==> config.mk <==
export PLATFORM = sky130hd
export DESIGN_NAME = ps2_key_event_queue
export DESIGN_NICKNAME = d
export VERILOG_FILES = /design/src/rtl/ps2_key_event_queue.sv
export SDC_FILE = /design/constraint.sdc
export NUM_CORES = 1
export LEC_CHECK = 0
export BUFFER_PORTS_ARGS = -buffer_cell sky130_fd_sc_hd__buf_2
export CAP_MARGIN = 30
export CORE_ASPECT_RATIO = 2
export CORE_UTILIZATION = 40
export CTS_CLUSTER_SIZE = 10
export DETAILED_ROUTE_END_ITERATION = 7
export MAX_ROUTING_LAYER = met4
export PLACE_DENSITY = 0.67
export SLEW_MARGIN = 20
export SYNTH_ARGS = -nofsm -noshare
export SYNTH_HDL_FRONTEND = slang
export SYNTH_SLANG_ARGS = --single-unit
==> constraint.sdc <==
create_clock -name clk -period 6.6 [get_ports clk]
set_clock_uncertainty 0.15 [all_clocks]
set_input_delay 0 -clock clk [delete_from_list [all_inputs] [get_ports clk]]
set_output_delay 0 -clock clk [all_outputs]
set_load 0.03 [all_outputs]
==> src/rtl/ps2_key_event_queue.sv <==
// PS/2 scan-code decoder (make/break/E0) with held-key tracking, press counter and a show-ahead event FIFO.
// Optional typematic-repeat filtering is compiled in with `define KEYQ_REPEAT_FILTER_EN.
module ps2_key_event_queue #(
  parameter int DEPTH = 8,
  parameter int CNT_W = 8
) (
  input  logic                     clk,
  input  logic                     clrn,
  input  logic                     ps2_ready,
  input  logic [7:0]               ps2_data,
  output logic                     ps2_nextdata_n,
  output logic                     evt_valid,
  input  logic                     evt_ready,
  output logic [7:0]               evt_code,
  output logic                     evt_ext,
  output logic                     evt_break,
  output logic                     held,
  output logic [7:0]               cur_code,
  output logic                     cur_ext,
  output logic [CNT_W-1:0]         press_count,
  output logic [$clog2(DEPTH):0]   fifo_level,
  output logic                     overflow,
  input  logic                     ovf_clr
);
  localparam int AW = $clog2(DEPTH);

  typedef enum logic [1:0] {IDLE, EXT, BRK, EXT_BRK} state_t;
  state_t state, next_state;

  logic          rdy_d;
  logic          accept;
  logic          is_e0, is_f0, discard;
  logic          ev, ev_ext, ev_brk, match, repeat_hit;
  logic          push_reg;
  logic [9:0]    push_word;
  logic [9:0]    mem [DEPTH];
  logic [AW-1:0] wr_ptr, rd_ptr;
  logic          full, pop, wr, drop;
  logic [9:0]    head;

  assign accept  = ps2_ready & ~rdy_d;
  assign is_e0   = (ps2_data == 8'hE0);
  assign is_f0   = (ps2_data == 8'hF0);
  assign discard = (ps2_data == 8'hAA) || (ps2_data == 8'hFA) ||
                   (ps2_data == 8'hEE) || (ps2_data == 8'h00);

  always_comb begin
    next_state = state;
    ev         = 1'b0;
    ev_ext     = 1'b0;
    ev_brk     = 1'b0;
    case (state)
      IDLE: begin
        if (is_e0)         next_state = EXT;
        else if (is_f0)    next_state = BRK;
        else if (!discard) ev = 1'b1;
      end
      EXT: begin
        if (is_f0)      next_state = EXT_BRK;
        else if (!is_e0) begin
          ev         = 1'b1;
          ev_ext     = 1'b1;
          next_state = IDLE;
        end
      end
      BRK: begin
        next_state = IDLE;
        ev_brk     = 1'b1;
        ev         = ~(is_e0 | is_f0);
      end
      default: begin
        next_state = IDLE;
        ev_brk     = 1'b1;
        ev_ext     = 1'b1;
        ev         = ~(is_e0 | is_f0);
      end
    endcase
  end

  assign match = held && (cur_code == ps2_data) && (cur_ext == ev_ext);
`ifdef KEYQ_REPEAT_FILTER_EN
  assign repeat_hit = ev && !ev_brk && match;
`else
  assign repeat_hit = 1'b0;
`endif

  // Decode and key tracking happen on the detection edge; the FIFO write lags one cycle via push_reg.
  always_ff @(posedge clk) begin
    if (!clrn) begin
      state          <= IDLE;
      rdy_d          <= 1'b0;
      ps2_nextdata_n <= 1'b1;
      push_reg       <= 1'b0;
      push_word      <= '0;
      held           <= 1'b0;
      cur_code       <= 8'h00;
      cur_ext        <= 1'b0;
      press_count    <= '0;
    end else begin
      rdy_d          <= ps2_ready;
      ps2_nextdata_n <= ~accept;
      push_reg       <= 1'b0;
      if (accept) begin
        state <= next_state;
        if (ev && !repeat_hit) begin
          push_reg  <= 1'b1;
          push_word <= {ev_brk, ev_ext, ps2_data};
          if (!ev_brk) begin
            held        <= 1'b1;
            cur_code    <= ps2_data;
            cur_ext     <= ev_ext;
            press_count <= press_count + CNT_W'(1);
          end else if (match) begin
            held     <= 1'b0;
            cur_code <= 8'h00;
            cur_ext  <= 1'b0;
          end
        end
      end
    end
  end

  assign full = (fifo_level == (AW+1)'(DEPTH));
  assign pop  = evt_valid & evt_ready;
  assign wr   = push_reg & (~full | pop);
  assign drop = push_reg & full & ~pop;

  always_ff @(posedge clk) begin
    if (wr) mem[wr_ptr] <= push_word;
  end

  always_ff @(posedge clk) begin
    if (!clrn) begin
      wr_ptr     <= '0;
      rd_ptr     <= '0;
      fifo_level <= '0;
      overflow   <= 1'b0;
    end else begin
      if (wr)  wr_ptr <= wr_ptr + AW'(1);
      if (pop) rd_ptr <= rd_ptr + AW'(1);
      if (wr && !pop)      fifo_level <= fifo_level + (AW+1)'(1);
      else if (pop && !wr) fifo_level <= fifo_level - (AW+1)'(1);
      if (drop)         overflow <= 1'b1;
      else if (ovf_clr) overflow <= 1'b0;
    end
  end

  assign evt_valid = (fifo_level != '0);
  assign head      = mem[rd_ptr];
  assign evt_code  = evt_valid ? head[7:0] : 8'h00;
  assign evt_ext   = evt_valid & head[8];
  assign evt_break = evt_valid & head[9];
endmodule

---- After elaboration in Yosys (flattened, before gate mapping) ----
Memory sizes are Yosys's and may differ from the RTL's. A register that Yosys moved wholly into a read port is not among the register bits.
Index checks and enable logic that the tools add are counted.
operators by class
  bitwise gates (word level) .............. 14
  equality and inequality tests ........... 12
  reduce and logical (&&, ||, !) cells .... 22
  add/sub/neg operators ................... 5
  multiplexer cells ....................... 28
operators by type and width
  operator                                                            number
  8-bit equality test, second input constant                          5
  8-bit 2-to-1 mux                                                    3
  1-bit 2-to-1 mux                                                    14
  3-bit AND reduction                                                 3
  8-bit by 1-bit adder with 8-bit output, second input constant       1
  8-bit equality test                                                 1
  8-bit zero test                                                     1
  2-bit 2-to-1 mux                                                    4
  4-bit 2-to-1 mux                                                    2
  1-bit bitwise AND                                                   7
  3-bit by 1-bit adder with 3-bit output, second input constant       2
  3-bit 2-to-1 mux                                                    2
  3-bit inequality test, second input constant                        2
  2-bit nonzero test                                                  3
  1-bit inverter                                                      5
  4-bit by 1-bit adder with 4-bit output, second input constant       1
  4-bit equality test, second input constant                          1
  1-bit logical AND                                                   4
  1-bit one-hot mux with 2 select lines                               2
  2-bit one-hot mux with 2 select lines                               1
  2-bit AND reduction                                                 2
  4-bit nonzero test                                                  1
  2-bit OR reduction                                                  2
  4-bit by 1-bit subtractor with 4-bit output, second input constant  1
  7 further kinds                                                     11
word-level totals
  bits in writable memories ............... 80
  word-level logic and storage cells ...... 95
  input port bits ......................... 13
  memories kept ........................... 1
  bits in registers ....................... 44
memories
  name  words  bits a word  rd ports  clocked after memory_dff  write ports  RTL line  source
  mem   8      10           1         1                         1            36        logic [9:0] mem [DEPTH];

---- Logic depth before layout (Yosys ltp) ----
Gate-level depths: netlist (run 1).
  depth after elaboration ................. 9
  depth in mapped cells ................... 11
  mapped depth without buffers ............ 11

---- Worst setup path after synthesis (run 1) ----
OpenSTA, ideal clock, no wires.
  kind .................................... reg2reg
  from .................................... register fifo_level[1]
  to ...................................... register fifo_level[3]
  clock period less this slack ............ 2.771 ns
  path slack .............................. 3.829 ns
  library setup time ...................... 0.070 ns
  stages on the path, launching flop included .. 11
  required time ........................... 6.380 ns
  arrival time ............................ 2.551 ns
  path through ............................ dfxtp_1 -> nor3_1 -> a31oi_1 -> ha_1 -> inv_1 -> ha_1 -> a21o_1 -> a21oi_1 -> xnor2_1 -> or3_1 -> a21oi_1
on the way
  word-level cells in the longest chain between the ends .. 7
RTL lines
  item                                                              RTL line  source
  start, declared                                                   21        output logic [$clog2(DEPTH):0] fifo_level,
  start signal, assigned                                            141       if (wr && !pop) fifo_level <= fifo_level + (AW+1)'(1);
  start signal, assigned                                            142       else if (pop && !wr) fifo_level <= fifo_level - (AW+1)'(1);
  4-bit nonzero test / 4-bit equality test (equally long branches)  148, 123
  1-bit bitwise AND / 1-bit inverter (equally long branches)        124, 125
  1-bit bitwise OR (*)                                              125       assign wr = push_reg & (~full | pop);
  1-bit bitwise AND (*)                                             125
  named net wr                                                      38        logic full, pop, wr, drop;
  1-bit zero test                                                   142
  1-bit logical AND                                                 142
  2-bit nonzero test (no source line)                               --
The timed path passes the listed nets; every way through them passes the cells marked *. The select of a mux whose other input is x is not followed.
A chain may end at the register's enable or synchronous reset.

---- Final worst setup path (run 1) ----
  from .................................... register fifo_level[0]
  to ...................................... register fifo_level[3]
Same word-level chain as after synthesis.

==> results of run 1 <==
critical path, cell delays in order (launching register included):
cell     delay, ps
dfxtp_1        480
nor3_1         100
a31oi_1        490
ha_1           300
inv_1          100
ha_1           300
a21o_1         190
a21oi_1        200
xnor2_1        120
or3_1          320
a21oi_1        140
area by class of cell:
cell class	instances	area [µm²]	share of cell area, %
tap	152	190	2.90
clock inverter	15	240	3.67
inverter	8	30.0	0.458
sequential	127	3340	51.0
clock buffer	17	425	6.49
multi-input combinational	237	1870	28.6
timing repair buffer	70	447	6.82
logic make-up (layout without fill, tap and decap cells):
logic type	count (synthesis)	count (layout)	share of synthesized area [%]
AOI/OAI and AO/OA	71	71	8.58
xor gates and xnor gates	18	18	2.93
and+or+nand+nor	107	107	10.3
adders and majority gates	7	7	1.77
buffers and inverters	32	110	3.35
muxes	34	34	11.0
DFF	127	127	62.1
metrics by stage:
stage | instances | total power, mW
floorplan | 396 | 1.29
global placement | 574 | 1.41
detailed placement | 576 | 1.42
global route | 626 | 2.55
CTS | 622 | 2.47
finish | 626 | 2.45
layer usage:
metal | GRT usage (%) | wire length (µm) | part of all wire (%)
met4 | 7.20 | 255 | 2.3
met3 | 4.08 | 334 | 3.1
met5 | - | 0 | 0
met2 | 32.8 | 6320 | 58
met1 | 16.6 | 4000 | 37
repair_timing:
action / in CTS / in global routing
endpoints found under the hold margin: 32 / 0
setup buffers: 0 / 0
hold buffers: 14 / 0
cells in the final DEF, fill, tap and decap left out, types with 5 or more instances in the layout:
master         count
mux4_2            20
inv_1              8
buf_4              8
nand2b_1           8
a21oi_1           31
nor3_1             5
xnor2_1            7
nor2_1            30
o21ai_1            9
dfxtp_1           47
o31ai_1           12
nand3_1           27
nand2_1           12
buf_2             47
bufinv_16          6
clkbuf_16         17
dlygate4sd3_1     14
edfxtp_1          80
ha_1               6
xor2_1            11
mux2i_1           14
where the power goes:
group / leakage (nW) / internal (mW) / total [mW] / switching (mW)
sequential: 1.13 / 0.877 / 0.915 / 0.0377
clock: 0.322 / 0.706 / 1.04 / 0.337
combinational: 0.953 / 0.205 / 0.491 / 0.286
how the worst max path moves through the flow:
stage,cells after the start,to,slack [ps]
5_1_grt,10,fifo_level[3],3480
6_report,10,fifo_level[3],3620
4_1_cts,10,fifo_level[3],3640
2_1_floorplan,10,fifo_level[3],3830
3_3_place_gp,10,fifo_level[3],3860
3_5_place_dp,10,fifo_level[3],3680
==> metrics, run 1 <==
status complete, but fails checks; failing checks design-rule violations; reg-to-reg endpoint fifo_level[3]; first-pass GRT wire length 18000 µm; worst hold endpoint push_word[0]; peak supply drop 0.183 mV; max reg flops 80; final setup violation count 0; fin crit period 2980 ps; Synth top area share 44.6%; WHS 293 ps; largest reg by FF count mem; Total Routing Usage GR 17.4%; Leakage Power 2.40 nW; fin crit share 45.1%; die height 166 µm; synthesis warning total 0; Crit Path Category flip-flop to flip-flop; initial antenna violation count 0; crit path from fifo_level[0]; DRT antenna net count 0; Port Buf Inserts 47; average size of a mapped cell 13.6 µm²; Setup WS post-layout 3620 ps; f_max 336 MHz; DP HPWL 7690 µm; Placer Congestion 0.874; Hold Crit Depth 4; crit path DAT 3160 ps; Slew @ Worst Pin 922 ps; Final nets 481; Worst setup EP type flip-flop; CTS tree built; Rel. slew slack 38.2%; wirelength, routed 10900 µm; Crit Path Max Fanout 6; clk sinks 127; CTS buffer count 17; post-route cell area 6550 µm²; Synth Cell Area 5380 µm²; Iter 0 DRT Violations 127; fill count 1056; Hold WC Path Type primary input to flip-flop; Clock Pin Slew Worst Setup and Hold Paths 60 ps; drt pass-1 iters 6; average vias per placed instance 5.42; DR vias 3390; Yosys top cell by area edfxtp_1; Hold Crit Start ps2_data[0]; Regs by FF count mem x80, push_word x10; Finished Core Util 50.1%; reg-to-reg critical path startpoint fifo_level[0]; Synth Register Bits 127; post-CTS sizing 0; Post-synth ARST share 0%; vias in the first global route 3554; power per cell area 374 nW/µm²; Clock Latency Late Sink 410 ps; syn_nets 416; Post-synth EDFFs 80; post-synthesis sequential area ratio 62.1%; synthesized instance count 396; Placed Area 5710 µm²; Fin. Hold Viols 0; most frequent cell after synthesis edfxtp_1; Unique masters post-synth 53; Primary FF master, synth edfxtp_1; Slew Viols, Final 0; Starting Density 41.2%; startpoint type of the worst setup path flip-flop; die area 13900 µm²; n_diodes 0; core area 13100 µm²; Place WS 3680 ps; io pins 48; htree depth 4; GRT Residual Overflow 0; CP Data Required Time 6790 ps; worst reg2reg path depth 10; unrepaired setup endpoints after global routing no; largest net degree at the start of global routing 26; die width 84.0 µm; Site Rows 59; Residual DRC 2; share of cells above drive strength 1 25.5%; DR WL/cell 17.4 µm; final setup TNS 0 ps; clock buffer depth 2; most common library cells after synthesis 80 x edfxtp_1, 47 x dfxtp_1, 31 x a21oi_1, 30 x nor2_1, 27 x nand3_1; clock root cell clkbuf_16; ranking of synthesized cells by area edfxtp_1 45%, dfxtp_1 17%, mux4_2 8.4%; Max-cap violations 0; register-to-register path setup slack 3620 ps; Area Growth Syn to Fin 21.7%
No activity file was read; power rests on OpenSTA's default activity.
==> run 2: changes to the inputs <==
Clock period 6.6 ns to 3.05 ns, I/O delays scaled along.
==> run 2 against run 1 <==
The flow still finishes with violations (design-rule violations); sequential power grew 120%; non-clock buffer count grew 5; sequential share of layout area rose by 0.34 points; maximum frequency rose by 8.0%; critical path type unchanged; critical endpoint unchanged; highest routed layer unchanged.
==> metrics, run 2 (synthesis gave the netlist of run 1 again) <==
DRT antenna net count 0; post-CTS sizing 0; power per cell area 778 nW/µm²; Crit path max-delay family simple AND/OR/NAND/NOR gates; GRT Residual Overflow 0; worst reg2reg path depth 11; Max-cap violations 0; fin crit period 2760 ps; Iter 0 DRT Violations 196; Port Buf Inserts 47; first-pass GRT wire length 18300 µm; max reg flops 80; most common cell after layout, fill and taps aside edfxtp_1; share of cells above drive strength 1 26.3%; wirelength, routed 11300 µm; CP peak stage delay 380 ps; clock root cell clkbuf_16; Clock Pin Slew Worst Setup and Hold Paths 60 ps; Slew @ Worst Pin 778 ps; Rel. slew slack 47.7%; Crit Path Category flip-flop to flip-flop; Placer Congestion 0.900; reg-to-reg endpoint fifo_level[3]; Final nets 486; failing checks design-rule violations; final cell count without fillers 631; worst hold endpoint cur_code[1]; Critical path buffers and inverters 2; CTS buffer count 17; CTS tree built; drt pass-1 iters 6; Hold Crit Depth 4; die area 13900 µm²; Regs by FF count mem x80, push_word x10; largest reg by FF count mem; Leakage Power 2.39 nW; unrepaired setup endpoints after global routing no; CP Data Required Time 3230 ps; average vias per placed instance 5.59; Worst setup EP type flip-flop; Fin. Hold Viols 0; register-to-register path setup slack 290 ps; n_diodes 0; Starting Density 41.2%; Total Routing Usage GR 17.7%; Design Power 5.06 mW; most frequent cells in the layout 80 x edfxtp_1, 47 x dfxtp_1, 47 x buf_2, 31 x a21oi_1, 30 x nor2_1; Clock Latency Late Sink 410 ps; htree depth 4; crit path max-delay cell type dfxtp_1; Residual DRC 2; Hold WC Path Type primary input to flip-flop; final setup TNS 0 ps; crit path DAT 2930 ps; fin crit share 90.5%; Crit Path Max Fanout 6; io pins 48; largest net degree at the start of global routing 23; Hold Crit Start ps2_data[1]; peak supply drop 0.384 mV; status complete, but fails checks; Area Growth Syn to Fin 20.9%; Slew Viols, Final 0; DP HPWL 7820 µm; die width 84.0 µm; Site Rows 59; final setup violation count 0; core area 13100 µm²; f_max 362 MHz; reg-to-reg critical path startpoint fifo_level[1]; clk sinks 127; Critical Path, Cell by Cell nor4_2 > inv_1 > nand2_1 > ha_1 > inv_1 > ha_1 > a21o_1 > a21oi_1 > xnor2_1 > or3_1 > a21oi_1; clock buffer depth 2; initial antenna violation count 0; vias in the first global route 3590; startpoint type of the worst setup path flip-flop; DR WL/cell 17.8 µm; die height 166 µm; DP Cell Count 585; DR vias 3526
-- run 2: cell count changes in the layout (fill, tap and decap cells not counted), sizes merged --
cell / before / now
inv: 9 / 17
buf: 56 / 61
clkinv: 7 / 4
bufinv: 6 / 2
clkinvlp: 1 / 0
-- run 2: worst max-delay path by stage --
stage | startpoint | end | slack [ps] | cells past startpoint
3_3_place_gp | fifo_level[1] | fifo_level[3] | 540 | 11
5_1_grt | fifo_level[1] | fifo_level[3] | 120 | 11
6_report | fifo_level[1] | fifo_level[3] | 290 | 11
4_1_cts | fifo_level[1] | fifo_level[3] | 290 | 11
3_5_place_dp | fifo_level[1] | fifo_level[3] | 310 | 11
2_1_floorplan | fifo_level[1] | fifo_level[3] | 280 | 10
-- run 2: through the flow --
stage                     worst slack [ps]  hold slack [ps]  util [%]  cell area (µm²)
after global placement                 539             69.8      44.1             5770
after global routing                   121              331      49.8             6510
after detailed placement               313             74.7      44.1             5770
after floorplan                        279            -28.3         -             5380
final                                  291              308      49.8             6510
after CTS                              285              281      49.8             6510
-- run 2: tightest hold or removal path, cell delays in order --
cell and delay (ps):
dlygate4sd3_1 530, buf_2 160, nand3_1 70, a21oi_1 50
-- run 2: report_power, final --
part | internal, mW | switching (mW)
Combinational | 0.445 | 0.632
Clock | 1.23 | 0.787
Sequential | 1.90 | 0.0711
Total | 3.57 | 1.49
-- run 2: what timing repair did --
item,in CTS,in global routing
hold buffers,14,0
setup buffers,0,0
endpoints found under the hold margin,31,0
setup endpoints to repair,0,0
-- run 2: layout make-up --
type                            count  area [µm²]
Multi-Input combinational cell    237        1860
Inverter                            8        30.0
Fill cell                        1116        6560
Clock inverter                     15         173
Sequential cell                   127        3340
Tap cell                          152         190
Timing Repair Buffer               75         480
Clock buffer                       17         425
-- run 2: per-layer routing --
layer  vias to the layer above  wire, µm  global-route usage [%]  share of wire (%)
li1                       1652         -                       -                  -
met1                      1789      4020                    16.9                 36
met2                        63      6630                    33.4                 59
met3                        22       288                    3.58                2.6
met4                         0       331                    8.10                2.9
met5                         -         0                       -                  0
